### src/rtl/btn_debounce_multi_if.sv
// Signal bundle between the raw button pins and the debouncer.
// Slave is the debouncer; master is whoever drives the pins and consumes the events.
interface btn_debounce_multi_if #(
  parameter int N = 4
);
  logic [N-1:0] btn;
  logic         rtg_btn;
  logic [N-1:0] btn_output_state;
  logic [N-1:0] press;
  logic [N-1:0] release_pulse;
  logic [N-1:0] long_press;
  logic [N-1:0] repeat_pulse;
  logic         any_pressed;

  modport master (
    output btn,
    output rtg_btn,
    input  btn_output_state,
    input  press,
    input  release_pulse,
    input  long_press,
    input  repeat_pulse,
    input  any_pressed
  );

  modport slave (
    input  btn,
    input  rtg_btn,
    output btn_output_state,
    output press,
    output release_pulse,
    output long_press,
    output repeat_pulse,
    output any_pressed
  );
endinterface

### src/rtl/btn_debounce_multi.sv
// N-channel button debouncer: 2-FF synchroniser, strobe-sampled stability filter,
// and per-channel press/release/long-press/auto-repeat event pulses.
module btn_debounce_multi #(
  parameter int N              = 4,
  parameter int STABLE_SAMPLES = 4,
  parameter int LONG_SAMPLES   = 16,
  parameter int REPEAT_SAMPLES = 4
) (
  input  logic                 clk,
  input  logic                 rst,
  btn_debounce_multi_if.slave  bus
);
  localparam int CW = $clog2(STABLE_SAMPLES + 1);
  localparam int HW = $clog2(LONG_SAMPLES + REPEAT_SAMPLES + 1);

  localparam logic [CW-1:0] CNT_LAST     = CW'(STABLE_SAMPLES - 1);
  localparam logic [HW-1:0] HOLD_LONG_M1 = HW'(LONG_SAMPLES - 1);
  localparam logic [HW-1:0] HOLD_LONG    = HW'(LONG_SAMPLES);
  localparam logic [HW-1:0] HOLD_WRAP_M1 = HW'(LONG_SAMPLES + REPEAT_SAMPLES - 1);

  logic [N-1:0]  sync_q1;
  logic [N-1:0]  btn_sync;
  logic [N-1:0]  state_q;
  logic [N-1:0]  state_d;
  logic [CW-1:0] cnt_q  [N];
  logic [CW-1:0] cnt_d  [N];
  logic [HW-1:0] hold_q [N];
  logic [HW-1:0] hold_d [N];
  logic [N-1:0]  press_d;
  logic [N-1:0]  release_d;
  logic [N-1:0]  long_d;
  logic [N-1:0]  repeat_d;
  logic [N-1:0]  press_q;
  logic [N-1:0]  release_q;
  logic [N-1:0]  long_q;
  logic [N-1:0]  repeat_q;
  logic          any_q;

  always_comb begin
    state_d   = state_q;
    press_d   = '0;
    release_d = '0;
    long_d    = '0;
    repeat_d  = '0;
    for (int i = 0; i < N; i++) begin
      cnt_d[i]  = cnt_q[i];
      hold_d[i] = hold_q[i];
      if (bus.rtg_btn) begin
        // Any matching sample throws away the whole mismatch run.
        if (btn_sync[i] == state_q[i]) begin
          cnt_d[i] = '0;
        end else if (cnt_q[i] == CNT_LAST) begin
          cnt_d[i]     = '0;
          state_d[i]   = ~state_q[i];
          press_d[i]   = ~state_q[i];
          release_d[i] = state_q[i];
        end else begin
          cnt_d[i] = cnt_q[i] + 1'b1;
        end

        // Released (or release tick) and the press tick itself both restart the hold timer.
        if (!state_d[i] || press_d[i]) begin
          hold_d[i] = '0;
        end else if (hold_q[i] == HOLD_LONG_M1) begin
          long_d[i] = 1'b1;
          hold_d[i] = hold_q[i] + 1'b1;
        end else if (REPEAT_SAMPLES > 0) begin
          if (hold_q[i] == HOLD_WRAP_M1) begin
            repeat_d[i] = 1'b1;
            hold_d[i]   = HOLD_LONG;
          end else begin
            hold_d[i] = hold_q[i] + 1'b1;
          end
        end else if (hold_q[i] != HOLD_LONG) begin
          hold_d[i] = hold_q[i] + 1'b1;
        end
      end
    end
  end

  always_ff @(posedge clk) begin
    if (rst) begin
      sync_q1   <= '0;
      btn_sync  <= '0;
      state_q   <= '0;
      press_q   <= '0;
      release_q <= '0;
      long_q    <= '0;
      repeat_q  <= '0;
      any_q     <= 1'b0;
      for (int i = 0; i < N; i++) begin
        cnt_q[i]  <= '0;
        hold_q[i] <= '0;
      end
    end else begin
      sync_q1   <= bus.btn;
      btn_sync  <= sync_q1;
      state_q   <= state_d;
      press_q   <= press_d;
      release_q <= release_d;
      long_q    <= long_d;
      repeat_q  <= repeat_d;
      any_q     <= |state_d;
      for (int i = 0; i < N; i++) begin
        cnt_q[i]  <= cnt_d[i];
        hold_q[i] <= hold_d[i];
      end
    end
  end

  assign bus.btn_output_state = state_q;
  assign bus.press            = press_q;
  assign bus.release_pulse    = release_q;
  assign bus.long_press       = long_q;
  assign bus.repeat_pulse     = repeat_q;
  assign bus.any_pressed      = any_q;

endmodule

### src/flat_wrapper.sv
// flat-port wrapper written by rule: the top's interface ports become plain ports
module btn_debounce_multi_flat 
#(
  parameter int N              = 4,
  parameter int STABLE_SAMPLES = 4,
  parameter int LONG_SAMPLES   = 16,
  parameter int REPEAT_SAMPLES = 4
)
  (clk, rst, bus_btn, bus_rtg_btn, bus_btn_output_state, bus_press, bus_release_pulse, bus_long_press, bus_repeat_pulse, bus_any_pressed);
  btn_debounce_multi_if #(.N(N)) bus_i ();
  input  logic clk;
  input  logic rst;
  input wire logic [$bits(bus_i.btn)-1:0] bus_btn;
  input wire logic [$bits(bus_i.rtg_btn)-1:0] bus_rtg_btn;
  output wire logic [$bits(bus_i.btn_output_state)-1:0] bus_btn_output_state;
  output wire logic [$bits(bus_i.press)-1:0] bus_press;
  output wire logic [$bits(bus_i.release_pulse)-1:0] bus_release_pulse;
  output wire logic [$bits(bus_i.long_press)-1:0] bus_long_press;
  output wire logic [$bits(bus_i.repeat_pulse)-1:0] bus_repeat_pulse;
  output wire logic [$bits(bus_i.any_pressed)-1:0] bus_any_pressed;
  assign bus_i.btn = bus_btn;
  assign bus_i.rtg_btn = bus_rtg_btn;
  assign bus_btn_output_state = bus_i.btn_output_state;
  assign bus_press = bus_i.press;
  assign bus_release_pulse = bus_i.release_pulse;
  assign bus_long_press = bus_i.long_press;
  assign bus_repeat_pulse = bus_i.repeat_pulse;
  assign bus_any_pressed = bus_i.any_pressed;
  btn_debounce_multi #(.N(N), .STABLE_SAMPLES(STABLE_SAMPLES), .LONG_SAMPLES(LONG_SAMPLES), .REPEAT_SAMPLES(REPEAT_SAMPLES)) u_core (.clk(clk), .rst(rst), .bus(bus_i));
endmodule
### config.mk
export PLATFORM = sky130hd
export DESIGN_NAME = btn_debounce_multi_flat
export DESIGN_NICKNAME = d
export VERILOG_FILES = /design/src/rtl/btn_debounce_multi_if.sv /design/src/rtl/btn_debounce_multi.sv /design/src/flat_wrapper.sv
export SDC_FILE = /design/constraint.sdc
export NUM_CORES = 1
export LEC_CHECK = 0
export ABC_AREA = 1
export CAP_MARGIN = 20
export CORE_MARGIN = 2
export CORE_UTILIZATION = 60
export CTS_BUF_LIST = sky130_fd_sc_hd__clkbuf_4
export DETAILED_ROUTE_END_ITERATION = 12
export PLACE_DENSITY_LB_ADDON = 0.15
export SLEW_MARGIN = 20
export SYNTH_ARGS = -nofsm -noshare
export SYNTH_HDL_FRONTEND = slang
export SYNTH_SLANG_ARGS = --single-unit
### constraint.sdc
create_clock -name clk -period 2.25 [get_ports clk]
set_input_delay 0.3375 -clock clk [delete_from_list [all_inputs] [get_ports clk]]
set_output_delay 0.3375 -clock clk [all_outputs]
set_load 0.02 [all_outputs]
# Yosys cells after proc, flatten, opt, wreduce, memory -nomap -nowiden
# Memory sizes are Yosys's and may differ from the RTL's.
# Index checks and enable logic that the tools add are counted.
# Widths: inputs -> output; s select.
# classes
add_sub_neg	8
multipliers	0
div_mod_pow	0
magnitude_cmp	0
eq_ne	16
shift	0
muxes	75
n_bitwise	17
reduce_logical	22
# op_table
cell	n
$mux 5	20
$mux 3	16
$mux 1	39
$reduce_or 4->1	9
$add 5x1->5 const B	4
$eq 5x4->1 const B	4
$eq 5x5->1 const B	4
$add 3x1->3 const B	4
$eq 3x2->1 const B	4
$reduce_or 3->1	4
$not 1->1	9
$or 1x1->1	8
$eq 1x1->1	4
$logic_not 1->1	4
$logic_or 1x1->1	4
$reduce_or 2->1	1
# word_totals
regBits	29
latchBits	0
ramBits	32
romBits	0
output_inout_bits	21
elab_cells	157
n_memories	2
# mem_list
memory	depth	width	read_ports	rd_clocked_by_memory_dff	write_ports	line_no	source
u_core.hold_q	4	5	4	0	4	btn_debounce_multi.sv:27	logic [HW-1:0] hold_q [N];
u_core.cnt_q	4	3	4	0	4	btn_debounce_multi.sv:25	logic [CW-1:0] cnt_q [N];

# Logic depth before layout (Yosys ltp)
# logic_depth
ltp_word	9
ltp_mapped	10
ltp_nobuf	10

# Least setup slack after synthesis
# No wires, ideal clock.
# synth_timing
kind	register to register
from	mem u_core.hold_q[0][5] (netlist bit)
to	mem u_core.hold_q[0][7] (netlist bit)
setup_ns	0.118
arrival_ns	1.264
required_time_ns	2.132
path_slack_ns	0.868
stages_incl_launch_ff	11
n_path_buf	0
cell_sequence	dfxtp_1 > ha_1 > nand2_1 > nor2_1 > ha_1 > inv_1 > nand3_1 > nor2_1 > nor2_1 > nor2_1 > nor2_1
# synth_rtl
item	line_no
start: declaration	btn_debounce_multi.sv:27

# Worst setup path in the final report
# layout_timing
from	reg u_core.state_q[3] (netlist: u_core.bus.btn_output_state[3])
to	out bus_btn_output_state[3]
# layout_rtl
item	line_no	source
start: declaration	btn_debounce_multi.sv:23	logic [N-1:0] state_q;
start signal: assignment	btn_debounce_multi.sv:98	state_q <= state_d;
end: declaration	flat_wrapper.sv:15	output wire logic [$bits(bus_i.btn_output_state)-1:0] bus_btn_output_state;
# No word-level cell between the ends.

==> results.py <==
metrics = {
    "clock_tree": {
        "cts_resized": 0,
        "cts_root_buf": "clkbuf_4",
        "cts_made_buffers": 9,
        "cts_setup_buffers": 0,
        "clk_pin_slew_ps": 100,
        "cts_tree": "done",
        "clockBufferDepth": 2,
        "clock_latency_ps": 410,
        "hold_buffers": 0,
        "cts_htree_levels": 3,
        "cts.sinks": 61,
    },
    "logic_synthesis": {
        "synth.most_common_cell": "nand2_1",
        "syn_area_sq_um": 2620,
        "ys_seq_area_share_pct": 46.6,
        "avgSynthCellArea_sq_um": 7.75,
        "ys_top_cells_by_area": "dfxtp_1 47%, nand2_1 8.9%, nor2_1 6.7%, inv_1 6.6%, ha_1 5.7%",
        "syn-num-nets": 357,
        "ys_async_sr_fraction_pct": 0,
        "synth_seq_cells": 61,
        "yosysTopAreaCell": "dfxtp_1",
        "muxShareOfSynthArea_pct": 0.382,
        "synth-xor-area-share_pct": 2.01,
        "synth-edff-count": 0,
        "synth_top_family_by_area": "simple AND/OR/NAND/NOR gates",
        "ys.warnings.count": 0,
        "synthTopCellsByCount": "62 x nand2_1, 61 x dfxtp_1, 47 x nor2_1",
        "yosys.area_share.simple_pct": 28.4,
        "synthCells": 338,
        "synth-compound-area-share_pct": 6.50,
        "synth_cell_types": 26,
        "synth_top_area_share_pct": 46.6,
        "synthFlopType": "dfxtp_1",
        "synth-adder-area-share_pct": 5.73,
    },
    "global_routing": {
        "antenna_found_initial": 0,
        "grt_usage_pct": 22.5,
        "grt_pass1_vias": 2062,
        "grt_pass1_wl_um": 8650,
        "grt_max_degree": 31,
        "overflow": 0,
    },
    "timing": {
        "timing.fmax_mhz": 535,
        "hold_viol": 0,
        "timing.final.max_slew_violations": 0,
        "rsz0062_at_grt": "false",
        "post-route-period-util_pct": 83.0,
        "finClkSkew_ps": 11.9,
        "finalSetupTns_ps": 0,
        "setup_violations": 0,
        "max-slew-margin-rel_pct": 73.7,
        "worst_pin_slew_ps": 394,
        "period_needed_ps": 1870,
    },
    "min_path": {
        "hold_path.startpoint": "u_core.sync_q1[0]$_SDFF_PP0_",
        "hold_end": "u_core.btn_sync[0]$_SDFF_PP0_",
        "hold_depth": 2,
        "min_path_type": "flip-flop to flip-flop",
    },
    "run_status": {
        "status": "finished, final reports clean",
    },
    "pwr": {
        "seq_power_share_pct": 51.6,
        "peakVddDrop_mv": 0.560,
        "p_int_mw": 1.68,
        "cellPowerDensity_nw_per_um2": 690,
        "combPwrFrac_pct": 3.8,
        "switchingPower_mw": 0.439,
        "p_leak_nw": 1.25,
        "switching_share_pct": 20.7,
        "clkPwrFrac_pct": 44.5,
    },
    "floorplanning": {
        "initial_core_util_pct": 61.4,
        "ios": 28,
        "die_y_um": 70.1,
        "rows": 24,
        "dieArea_sq_um": 4910,
        "die_w_um": 70.1,
        "core_area_sq_um": 4260,
    },
    "worst_setup_path": {
        "r2r.worst_path.cells": 10,
        "cp.arrival_ps": 1530,
        "critical_path.top_delay_family": "buffers and inverters",
        "regToRegSetupSlack_ps": 640,
        "max_stage_delay_ps": 650,
        "cp.required_ps": 1910,
        "timing.rr.start": "u_core.hold_q[0][5]$_SDFFE_PP0P_",
        "cp-end-kind": "output port",
        "start_kind": "flip-flop",
        "worstSetupPathType": "flip-flop to output port",
        "crit_fanout": 7,
        "r2r-end": "u_core.hold_q[0][5]$_SDFFE_PP0P_",
        "worst-path-buf-inv": 1,
        "slowest_stage": "clkdlybuf4s50_1",
        "path_cells": "clkdlybuf4s50_1",
    },
    "routing": {
        "drt_iter0_markers": 160,
        "post_drt_wl_per_cell_um": 11.8,
        "via_per_inst": 5.19,
        "routed_wirelength_um": 5000,
        "dr_total_vias": 2204,
        "first_pass_iters": 4,
        "ant_nets": 0,
        "drc": 0,
    },
    "placement": {
        "place_hpwl_um": 3520,
        "port_buffers": 27,
        "place.gp.congestion": 0.812,
    },
    "cells_and_area": {
        "syn2layout_area_growth_pct": 17.5,
        "layout.nets": 387,
        "diodes": 0,
        "drive_above_1_share_pct": 5.09,
        "fin_util_pct": 72.2,
    },
    "job": {
        "max_cap_viol_count": 0,
    },
}
## layout by cell type, fill, tap and decap left out, drive strengths merged
master | synthesis | final
inv | 48 | 48
a22oi | 3 | 3
xnor2 | 1 | 1
nor3b | 1 | 1
a21oi | 23 | 23
xor2 | 5 | 5
or2 | 1 | 1
nand2 | 62 | 62
o21bai | 1 | 1
dfxtp | 61 | 61
nand3 | 30 | 30
buf | 11 | 3
o21ai | 5 | 5
mux2i | 1 | 1
nor3 | 5 | 5
nand4 | 13 | 13
clkdlybuf4s50 | 0 | 27
clkbuf | 0 | 10
clkinv | 0 | 3
nor2 | 48 | 48
nor4 | 7 | 7
ha | 12 | 12
bufinv | 0 | 3
## power by group through the flow
stage,registers [mW],clock network (mW),logic [mW]
2_1_floorplan,1.12,0,0.0647
3_3_place_gp,1.12,0,0.0799
3_5_place_dp,1.12,0,0.0810
4_1_cts,1.10,0.956,0.0815
5_1_grt,1.10,1.00,0.0914
6_report,1.10,0.945,0.0810
## final cells by class
cell class | instances | area, sq um
sequential | 61 | 1220
inverter | 48 | 183
timing repair buffer | 30 | 305
clock inverter | 6 | 101
clock buffer | 10 | 75.1
fill | 362 | 1190
tap | 52 | 65.1
multi-input combinational | 218 | 1130
## worst max-delay path by stage
stage / end / from / depth (start not counted) / slack, ps
2_1_floorplan: u_core.hold_q[0][7]$_SDFFE_PP0P_ / u_core.hold_q[0][5]$_SDFFE_PP0P_ / 10 / 870
3_3_place_gp: u_core.hold_q[0][7]$_SDFFE_PP0P_ / rst / 4 / 530
3_5_place_dp: u_core.bus.press[3]$_SDFF_PP0_ / rst / 5 / 430
4_1_cts: bus_btn_output_state[3] / u_core.bus.btn_output_state[3]$_SDFF_PP0_ / 1 / 370
5_1_grt: bus_btn_output_state[3] / u_core.bus.btn_output_state[3]$_SDFF_PP0_ / 1 / 300
6_report: bus_btn_output_state[3] / u_core.bus.btn_output_state[3]$_SDFF_PP0_ / 1 / 380
## cell families (layout without fill, tap and decap cells)
logic type,after synthesis,in the layout
and+or+nand+nor,167,167
DFF,61,61
buffers and inverters,59,94
AOI/OAI and AO/OA,32,32
adders and majority gates,12,12
xor gates and xnor gates,6,6
muxes,1,1
## metrics by stage
step | area, sq um | hold WS, ps | setup slack (ps) | power (mW) | cells
final | 3080 | 409 | 382 | 2.12 | 425
after CTS | 3080 | 409 | 367 | 2.13 | 425
after global routing | 3080 | 430 | 299 | 2.19 | 425
after floorplan | 2620 | 388 | 868 | 1.18 | 338
after global placement | 2900 | 392 | 535 | 1.20 | 409
after detailed placement | 2900 | 395 | 432 | 1.20 | 409
## layer usage
metal / wire (um) / up-vias / GRT usage (%)
met3: 210 / 14 / 7.07
met5: 0 / - / 0
met4: 148 / 0 / 11.3
li1: - / 1160 / -
met1: 2350 / 977 / 27.6
met2: 2290 / 53 / 35.6
## state kept, by name, summed over array words and instances (netlist names)
register,flops
u_core.bus.repeat_pulse,4
u_core.bus.any_pressed,1
u_core.hold_q,20
u_core.bus.long_press,4
u_core.bus.release_pulse,4
u_core.bus.press,4
u_core.bus.btn_output_state,4
u_core.sync_q1,4
u_core.cnt_q,12
u_core.btn_sync,4
Note: power is estimated with default switching activity, not from simulation.
==> variant (same flow settings) <==
Reset style: asynchronous (`rst`), changed in one clocked block.
--- a/src/rtl/btn_debounce_multi.sv
+++ b/src/rtl/btn_debounce_multi.sv
@@ -80,3 +80,3 @@
 
-  always_ff @(posedge clk) begin
+  always_ff @(posedge clk or posedge rst) begin
     if (rst) begin
Function: differs if rst is asserted again (counterexample within 10 cycles, from zero or initial values and one cycle with rst high); with rst held inactive, the same outputs for 10 cycles.
==> variant against the unedited design <==
  * Sequential cell count unchanged
  * Setup slack got worse by 0.025 ns
  * Critical path depth did not move
  * Clock skew is 0.0029 ns higher
  * Wire length down 10%
  * Final area up 2.2%
  * Area after synthesis grew 1.5%
Power is not compared: it rests on default switching activity, and its combinational part moved more than twofold at a synthesized area within 25%.
==> variant: results (changes against the unedited design) <==
[placement]
placed_cell_area_um2=2990  ; +3.2%
place_congestion=0.825  ; +1.6%
dp_hpwl_um=2980  ; -15%
placed_cells=365  ; -11%
pre_cts_ws_ns=0.540  ; +0.108 ns

[route]
wl_um=4500  ; -10%
drt_pass1_iterations=5  ; +1
wl_per_cell_um=11.8  ; +0.44%

[logic_synthesis]
syn_inst=290  ; -14%
synth_fp_nets=309  ; -13%
synthArstFlopShare_pct=100  ; +100 points
ys_top_cells_by_area=dfrtp_1, nand2_1, ha_1, nand3_1, inv_1
ys_top_cells_by_count=nand2_1, dfrtp_1, inv_1
ys_types=18  ; -31%

[sta]
fin_skew_ns=0.0148  ; +0.00294 ns
hold_ws_ns=0.314  ; -0.0949 ns
max_slew_margin_pct=74.2  ; +0.51 points

[global_route]
grt_pass1_vias=1814  ; -12%
grtUsageTotal_pct=20.6  ; -1.9 points
grt_pass1_wl_um=7980  ; -7.8%
grt_max_degree=62  ; +100%

[worst_hold_path]
hold_class=in -> async

[critical_path]
ff2ff_path_depth=8  ; -2
reg2reg_to=u_core.hold_q[19]
crit_arrival_ns=1.56  ; +0.03 ns
regToRegSetupSlack_ns=0.57  ; -0.07 ns

[final_layout]
fillerInstances=328  ; -9.4%
syn_to_final_growth_pct=18.3
final_nets=343  ; -11%

[status]
status=completed

[clocking]
clkTransAtPathRegs_ns=0.10  ; about the same

[variant: cell types whose count changed in the layout (fill, tap and decap cells not counted), sizes merged, moves of 12 or more]
cell,change
nor2,-23
nand2,+12
o21ai,+13
dfxtp,-61
inv,-15
dfrtp,+61
[variant: cells by family after synthesis]
kind of cell               count (synthesis)  share of synthesized area, %
buffers and inverters                     39                          6.21
xor gates and xnor gates                   8                          2.64
adders and majority gates                 12                          5.65
AOI/OAI and AO/OA                         36                          7.20
DFF                                       61                          57.4
and+or+nand+nor                          134                          20.9
[variant: worst max path at each step]
stage                                         startpoint                    endpoint  slack [ns]  depth (start not counted)
after floorplan                                      rst          u_core.btn_sync[0]        0.40                          1
after global placement                       bus_rtg_btn            u_core.hold_q[9]        0.55                          6
after detailed placement                     bus_rtg_btn  u_core.bus.repeat_pulse[2]        0.54                          6
after CTS                 u_core.bus.btn_output_state[0]     bus_btn_output_state[0]        0.33                          1
after global routing      u_core.bus.btn_output_state[0]     bus_btn_output_state[0]        0.28                          1
final                     u_core.bus.btn_output_state[0]     bus_btn_output_state[0]        0.36                          1
[variant: final cells by class]
type	instances	share of cell area, %
clock inverters	6	2.47
multi-input cells	190	30.7
well taps	52	2.07
flip-flops and latches	61	48.5
inverters	33	3.94
repair buffers	29	9.86
clock buffers	10	2.39
[variant: routing by layer]
layer	wire length [µm]	up-vias	GRT usage (%)	share of wire, %
met1	2140	918	28.8	47
met4	109	0	11.1	2.4
met3	192	12	4.27	4.3
met5	0	-	0	0
met2	2070	44	30.6	46
li1	-	1002	-	-
[variant: power groups by stage]
stage	registers (mW)	logic, mW	clock network [mW]
3_3_place_gp	1.49	0.816	0
2_1_floorplan	1.52	0.552	0
4_1_cts	1.48	0.858	0.850
6_report	1.48	0.850	0.831
5_1_grt	1.51	0.986	0.889
3_5_place_dp	1.50	0.843	0
